`src/rtl/core_pkg.sv`:
```
// Shared constants and the pipeline history record used across the 16-bit core.
package core_pkg;

  localparam int DATA_W = 16;
  localparam int REG_W  = 3;

  typedef struct packed {
    logic              write;
    logic [REG_W-1:0]  num;
    logic [DATA_W-1:0] data;
  } hist_entry_t;

endpackage

```
`src/rtl/regfile_2r1w.sv`:
```
// Architectural register file: two combinational read ports, one synchronous write port.
module regfile_2r1w #(
  parameter int DATA_W = core_pkg::DATA_W,
  parameter int REG_W  = core_pkg::REG_W
) (
  input  logic              clk,
  input  logic              rst_n,
  input  logic              we,
  input  logic [REG_W-1:0]  wr_num,
  input  logic [DATA_W-1:0] wr_data,
  input  logic [REG_W-1:0]  rd_num_a,
  input  logic [REG_W-1:0]  rd_num_b,
  output logic [DATA_W-1:0] rd_data_a,
  output logic [DATA_W-1:0] rd_data_b
);

  localparam int NREG = 2 ** REG_W;

  logic [DATA_W-1:0] mem [NREG];

  // NOTE: this array is deliberately reset so every register reads 0 out of reset;
  // that forces flops rather than a RAM macro, which is fine at 8 entries.
  always_ff @(posedge clk or negedge rst_n) begin
    if (!rst_n) begin
      for (int i = 0; i < NREG; i++) mem[i] <= '0;
    end else if (we) begin
      mem[wr_num] <= wr_data;
    end
  end

  // No write-through: the committing value is still forwardable from the last history slot.
  assign rd_data_a = mem[rd_num_a];
  assign rd_data_b = mem[rd_num_b];

endmodule

```
`src/rtl/result_history.sv`:
```
// Post-execute result history (m1..mDEPTH, newest first) feeding the forwarding unit,
// retiring the oldest slot into the architectural register file.
module result_history #(
  parameter int DATA_W      = core_pkg::DATA_W,
  parameter int REG_W       = core_pkg::REG_W,
  parameter int DEPTH       = 6,
  parameter int LOAD_SLOT   = 2,
  parameter int FLUSH_SLOTS = 2
) (
  input  logic                    clk,
  input  logic                    rst_n,
  input  logic                    adv_in,
  input  logic                    iss_valid_in,
  input  logic                    iss_write_in,
  input  logic [REG_W-1:0]        iss_num_in,
  input  logic [DATA_W-1:0]       iss_data_in,
  input  logic                    ld_valid_in,
  input  logic [DATA_W-1:0]       ld_data_in,
  input  logic                    flush_in,
  input  logic [REG_W-1:0]        rd_num_a_in,
  input  logic [REG_W-1:0]        rd_num_b_in,
  output logic [DATA_W-1:0]       rd_data_a_out,
  output logic [DATA_W-1:0]       rd_data_b_out,
  output logic [DEPTH*DATA_W-1:0] m_data_out,
  output logic [DEPTH*REG_W-1:0]  m_num_out,
  output logic [DEPTH-1:0]        m_write_out
);

  // Same layout as core_pkg::hist_entry_t, sized by this instance's parameters.
  typedef struct packed {
    logic              write;
    logic [REG_W-1:0]  num;
    logic [DATA_W-1:0] data;
  } slot_t;

  // Index 0 is slot 1 (youngest), index DEPTH-1 is the committing slot.
  slot_t hist_q [DEPTH];
  slot_t hist_d [DEPTH];
  logic  commit;

  assign commit = adv_in & hist_q[DEPTH-1].write;

  always_comb begin
    // NOTE: every slot gets a default first so no path through this block infers a latch.
    for (int k = 0; k < DEPTH; k++) hist_d[k] = hist_q[k];

    if (adv_in) begin
      for (int k = DEPTH - 1; k > 0; k--) hist_d[k] = hist_q[k-1];
      hist_d[0] = '{write: iss_valid_in & iss_write_in, num: iss_num_in, data: iss_data_in};
    end

    // The loaded entry has moved one slot older if the pipeline advanced.
    if (ld_valid_in) begin
      if (adv_in) hist_d[LOAD_SLOT].data   = ld_data_in;
      else        hist_d[LOAD_SLOT-1].data = ld_data_in;
    end

    // Applied after the shift so an instruction issued in the flush cycle dies too.
    if (flush_in) begin
      for (int k = 0; k < FLUSH_SLOTS; k++) hist_d[k].write = 1'b0;
    end
  end

  // NOTE: state registers use non-blocking assignments so all slots update together.
  always_ff @(posedge clk or negedge rst_n) begin
    if (!rst_n) begin
      for (int k = 0; k < DEPTH; k++) hist_q[k] <= '0;
    end else begin
      for (int k = 0; k < DEPTH; k++) hist_q[k] <= hist_d[k];
    end
  end

  regfile_2r1w #(
    .DATA_W (DATA_W),
    .REG_W  (REG_W)
  ) u_regfile (
    .clk       (clk),
    .rst_n     (rst_n),
    .we        (commit),
    .wr_num    (hist_q[DEPTH-1].num),
    .wr_data   (hist_q[DEPTH-1].data),
    .rd_num_a  (rd_num_a_in),
    .rd_num_b  (rd_num_b_in),
    .rd_data_a (rd_data_a_out),
    .rd_data_b (rd_data_b_out)
  );

  for (genvar k = 0; k < DEPTH; k++) begin : g_out
    assign m_data_out[k*DATA_W +: DATA_W] = hist_q[k].data;
    assign m_num_out[k*REG_W +: REG_W]    = hist_q[k].num;
    assign m_write_out[k]                 = hist_q[k].write;
  end

endmodule

```
`config.mk`:
```
export PLATFORM = sky130hd
export DESIGN_NAME = result_history
export DESIGN_NICKNAME = d
export VERILOG_FILES = /design/src/rtl/core_pkg.sv /design/src/rtl/regfile_2r1w.sv /design/src/rtl/result_history.sv
export SDC_FILE = /design/constraint.sdc
export NUM_CORES = 1
export LEC_CHECK = 0
export ABC_CLOCK_PERIOD_IN_PS = 2200
export CORE_MARGIN = 2
export CORE_UTILIZATION = 35
export DETAILED_ROUTE_END_ITERATION = 7
export PLACE_DENSITY_LB_ADDON = 0.2
export SLEW_MARGIN = 20
export SYNTH_ARGS = -nofsm -noshare
export SYNTH_HDL_FRONTEND = slang
export SYNTH_SLANG_ARGS = --single-unit
```
`constraint.sdc`:
```
create_clock -name clk -period 2.2 [get_ports clk]
set_input_delay 0.44 -clock clk [delete_from_list [all_inputs] [get_ports clk]]
set_output_delay 0.44 -clock clk [all_outputs]
set_load 0.05 [all_outputs]
```
Yosys cells after proc, flatten, opt, wreduce, memory -nomap -nowiden:

Cells that the tools add are included.

* bits in registers: 248
* input port bits: 48
* output and inout bits: 152
* logic and storage cells: 53

* $lt $le $gt $ge: 4
* multiplexer cells: 16
* bitwise operators: 5
* reduce and logical (&&, ||, !) cells: 2

Operator list (number)
* $mux W16: 9
* $bwmux W128: 1
* $mux W120: 1
* $bmux W16 S3: 2
* $demux W16 S3: 1
* $ge A4 B4 Y1 const B: 3
* $not A3 Y4: 3
* $lt A4 B1 Y1 const B: 1
* $and A1 B1 Y1: 2
* $mux W1: 2
* $reduce_bool A2 Y1: 1
* $logic_and A1 B1 Y1: 1

Logic depth before layout (Yosys ltp):

* depth in word-level cells: 6
* depth in mapped cells: 6

Hierarchy:

A second synthesis with hierarchy kept.

* cells, all modules: 669
* area, all modules: 11745.0 um^2

Modules (own cells, without submodules)
* regfile_2r1w: times used 1, cells each 393, area each 7000.5 um^2
* result_history: times used 1, cells each 276, area each 4744.6 um^2

Least setup slack after synthesis:

OpenSTA, ideal clock, no wires.

* kind: in2out
* from: input rd_num_a_in[0]
* to: output rd_data_a_out[0]
* data arrival time: 1783 ps
* setup slack: -23 ps
* cell stages on the path: 4
* cells stage by stage: buf_2 > buf_2 > mux4_2 > mux2_2

* cells in the longest elaborated chain, start to end: 4

RTL lines
* start, declared: RTL line result_history.sv:20 `input logic [REG_W-1:0] rd_num_a_in,`
* $not A3 Y4 (not written as such): RTL line regfile_2r1w.sv:32 `assign rd_data_a = mem[rd_num_a];`
* $bmux W16 S3: RTL line regfile_2r1w.sv:32
* $mux W16 (not written as such) (2 in a row): RTL line regfile_2r1w.sv:32
* end, declared: RTL line result_history.sv:22 `output logic [DATA_W-1:0] rd_data_a_out,`

Every way passes these cells. The select of a mux whose other input is x is not followed.

Worst setup path after layout:

* from: register u_regfile.mem[71] (netlist name)
* to: output rd_data_b_out[7]

* cells in the longest elaborated chain, start to end: 3

RTL lines
* start, declared: RTL line regfile_2r1w.sv:19 `logic [DATA_W-1:0] mem [NREG];`
* start signal, assigned by index: RTL line regfile_2r1w.sv:27 `mem[wr_num] <= wr_data;`
* $bmux W16 S3: RTL line regfile_2r1w.sv:33 `assign rd_data_b = mem[rd_num_b];`
* $mux W16 (not written as such) (2 in a row): RTL line regfile_2r1w.sv:33
* end, declared: RTL line result_history.sv:23 `output logic [DATA_W-1:0] rd_data_b_out,`

Every way passes these cells. The select of a mux whose other input is x is not followed.

==> results.sh <==
export IMPL_status="finished with violations"
export IMPL_violations="setup timing"
export IMPL_io_buffers=199
export IMPL_min_period_ns=2.31
export IMPL_final_cells=1366
export IMPL_fin_skew_ns=0.0164
export IMPL_leakagePower_uw=0.00714
export IMPL_ys_seq_elements=248
export IMPL_antennaDiodeCount=0
export IMPL_critical_path_top_delay_family="multiplexers"
export IMPL_cts_root_buf="clkbuf_16"
export IMPL_dp_hpwl_mm=18.9
export IMPL_timing_critical_path_buf_inv=1
export IMPL_synth_edf_count=0
export IMPL_htreeDepth=1
export IMPL_num_vias=6824
export IMPL_finalNetCount=955
export IMPL_cp_max_fo=3
export IMPL_seq_power_share=0.391
export IMPL_hold_path_class="input port to register"
export IMPL_r2r_cells=4
export IMPL_p_clk_frac=0.311
export IMPL_crit_start="u_regfile.mem[71]"
export IMPL_die_w_um=184
export IMPL_ys_warnings_count=0
export IMPL_grt_pass1_wl_mm=45.9
export IMPL_fillCellCount=2820
export IMPL_gp_congestion=0.732
export IMPL_fmax_mhz=433
export IMPL_hold_start="adv_in"
export IMPL_drc=0
export IMPL_slowest_delay_ns=0.48
export IMPL_start_util=0.353
export IMPL_combPwrFrac=0.298
export IMPL_cts_tree="built"
export IMPL_grt_max_degree=109
export IMPL_wl_per_cell_um=21.4
export IMPL_dp_cells=1299
export IMPL_hold_violations=0
export IMPL_p_switching_uw=5290
export IMPL_postRouteAntennaNets=0
export IMPL_place_ws_ns=-0.283
export IMPL_grt_overflow=0
export IMPL_cts_num_sinks=248
export IMPL_drt_iter0_drc=338
export IMPL_crit_path_start_kind="register"
export IMPL_cts_buffers=28
export IMPL_r2r_start="m_num_out[15]"
export IMPL_regToRegSetupSlack_ns=0.51
export IMPL_maxSlewViolCount=0
export IMPL_finalSetupTns_ns=-2.68
export IMPL_synthDistinctLibCells=20
export IMPL_final_core_util=0.475
export IMPL_die_y_um=184
export IMPL_fp_row_count=66
export IMPL_clkSlewWorstSetupHoldPaths_ns=0.06
export IMPL_rsz0062_at_grt="yes"
export IMPL_cp_cell_sequence="mux4_2 > mux2_2 > buf_6"
export IMPL_sw_frac_of_total=0.345
export IMPL_ios=200
export IMPL_cp_required_ns=1.76
export IMPL_cp_end_kind="output port"
export IMPL_area_delta_synth_final_pct=34.8
export IMPL_min_period_over_period=1.05
export IMPL_p_per_area_nw_per_um2=999
export IMPL_setup_viol=32
export IMPL_ys_flop_type="dfrtp_1"
export IMPL_setup_ws_ns=-0.109
export IMPL_grt_antenna_before_repair=0
export IMPL_clk_path_buf_depth=3
export IMPL_power_uw=15300
export IMPL_synth_area_sq_um=11400
export IMPL_syn_avg_cell_area_sq_um=17.1
export IMPL_layout_drive_gt1_share=0.552
export IMPL_die_area_sq_um=34000
export IMPL_vias_per_cell=5.00
export IMPL_cap_violations=0
export IMPL_firstDrtPassIters=4
export IMPL_maxSlewHeadroom=0.574
export IMPL_wl_mm=29.2
export IMPL_clk_latency_ns=0.54
export IMPL_internal_power_uw=10000
export IMPL_vdd_ir_drop_max_mv=0.558
export IMPL_tightestPinTransition_ns=0.639
export IMPL_cp_slowest_cell="mux4_2"
export IMPL_ys_async_sr_fraction=1.00
export IMPL_syn_nets=716
export IMPL_min_path_cells=2
export IMPL_cp_depth=3
export IMPL_grt_pass1_vias=7443
export IMPL_synth_seq_area_share=0.545
export IMPL_critPathKind="register to output port"
export IMPL_grt_usage=0.176
export IMPL_synth_cells=668
export IMPL_fp_coreArea_sq_um=32300
export IMPL_cp_arrival_ns=1.87
[worst register-to-register path: stages (launching register included)]
cell	delay (ns)
dfrtp_1	0.42
nand3b_4	0.20
or3_1	0.33
buf_4	0.27
mux2_4	0.35
[synth_stat cells, types with 2 or more instances]
cell type | n | area share
dfrtp_1 | 248 | 0.54
buf_2 | 25 | 0.011
mux2_4 | 20 | 0.026
buf_6 | 2 | 0.0020
nor2_2 | 6 | 0.0033
nand2b_1 | 3 | 0.0016
mux4_2 | 64 | 0.13
mux2_2 | 274 | 0.27
buf_1 | 2 | 0.00066
or3_1 | 2 | 0.0011
clkbuf_1 | 13 | 0.0043
[flip-flops by register name, summed over array words and instances, names as in the netlist]
signal / cells
m_data_out: 96
m_write_out: 6
u_regfile.mem: 128
m_num_out: 18
[through the flow]
stage	hold WS, ns	instance area, sq um
floorplan	0.144	11400
global placement	0.408	14000
detailed placement	0.404	14000
CTS	0.332	15200
global route	0.365	15400
finish	0.371	15400
[repair_timing]
item,4_1_cts,5_1_grt
setup buffers,8,9
hold buffers,1,0
endpoints found under the setup margin,115,43
gates cloned,2,0
endpoints found under the hold margin,49,0
resized for setup,158,14
[routing by layer]
metal / vias to the layer above / routed length [um] / track usage
met5: - / 0 / 0
met4: 0 / 610 / 0.0371
met3: 37 / 2160 / 0.0557
met2: 199 / 13200 / 0.272
met1: 3578 / 13300 / 0.244
li1: 3010 / - / -
[cell families (layout without fill, tap and decap cells)]
logic type	Yosys count	count (layout)	share of synthesized area
muxes	359	359	0.425
DFF	248	248	0.545
and+or+nand+nor	16	16	0.00978
AOI/OAI and AO/OA	1	1	0.000439
buffers and inverters	44	300	0.0203
[power by group through the flow]
stage,logic (uW),registers [uW],clock network (uW)
floorplan,1510,7360,0
CTS,4590,6010,4910
detailed placement,4600,6090,0
finish,4570,6000,4760
global placement,4580,6080,0
global route,4810,6130,5100
[layout by cell type, fill, tap and decap left out, drive strengths merged, types with 3 or more instances in the layout]
master         count
mux2             294
dfrtp            248
buf              100
dlygate4sd2       83
mux4              64
clkdlybuf4s50     54
clkbuf            42
dlymetal6s2s      11
nor2               7
nand2b             3
bufinv             3
[final cells by class]
type,instances,area (sq um),area share
Sequential cell,248,6210,0.404
Multi-Input combinational cell,376,5050,0.329
Timing Repair Buffer,253,2610,0.170
Clock buffer,42,835,0.0544
Tap cell,442,553,0.0360
Clock inverter,5,103,0.00668
[final timing paths]
kind	endpoint
max	rd_data_b_out[7]
min	m_data_out[79]
max reg2reg	u_regfile.mem[120]
min reg2reg	m_num_out[16]
max in group asynchronous	m_data_out[29]
min in group asynchronous	u_regfile.mem[121]
Power figures use the tool's default switching activity.
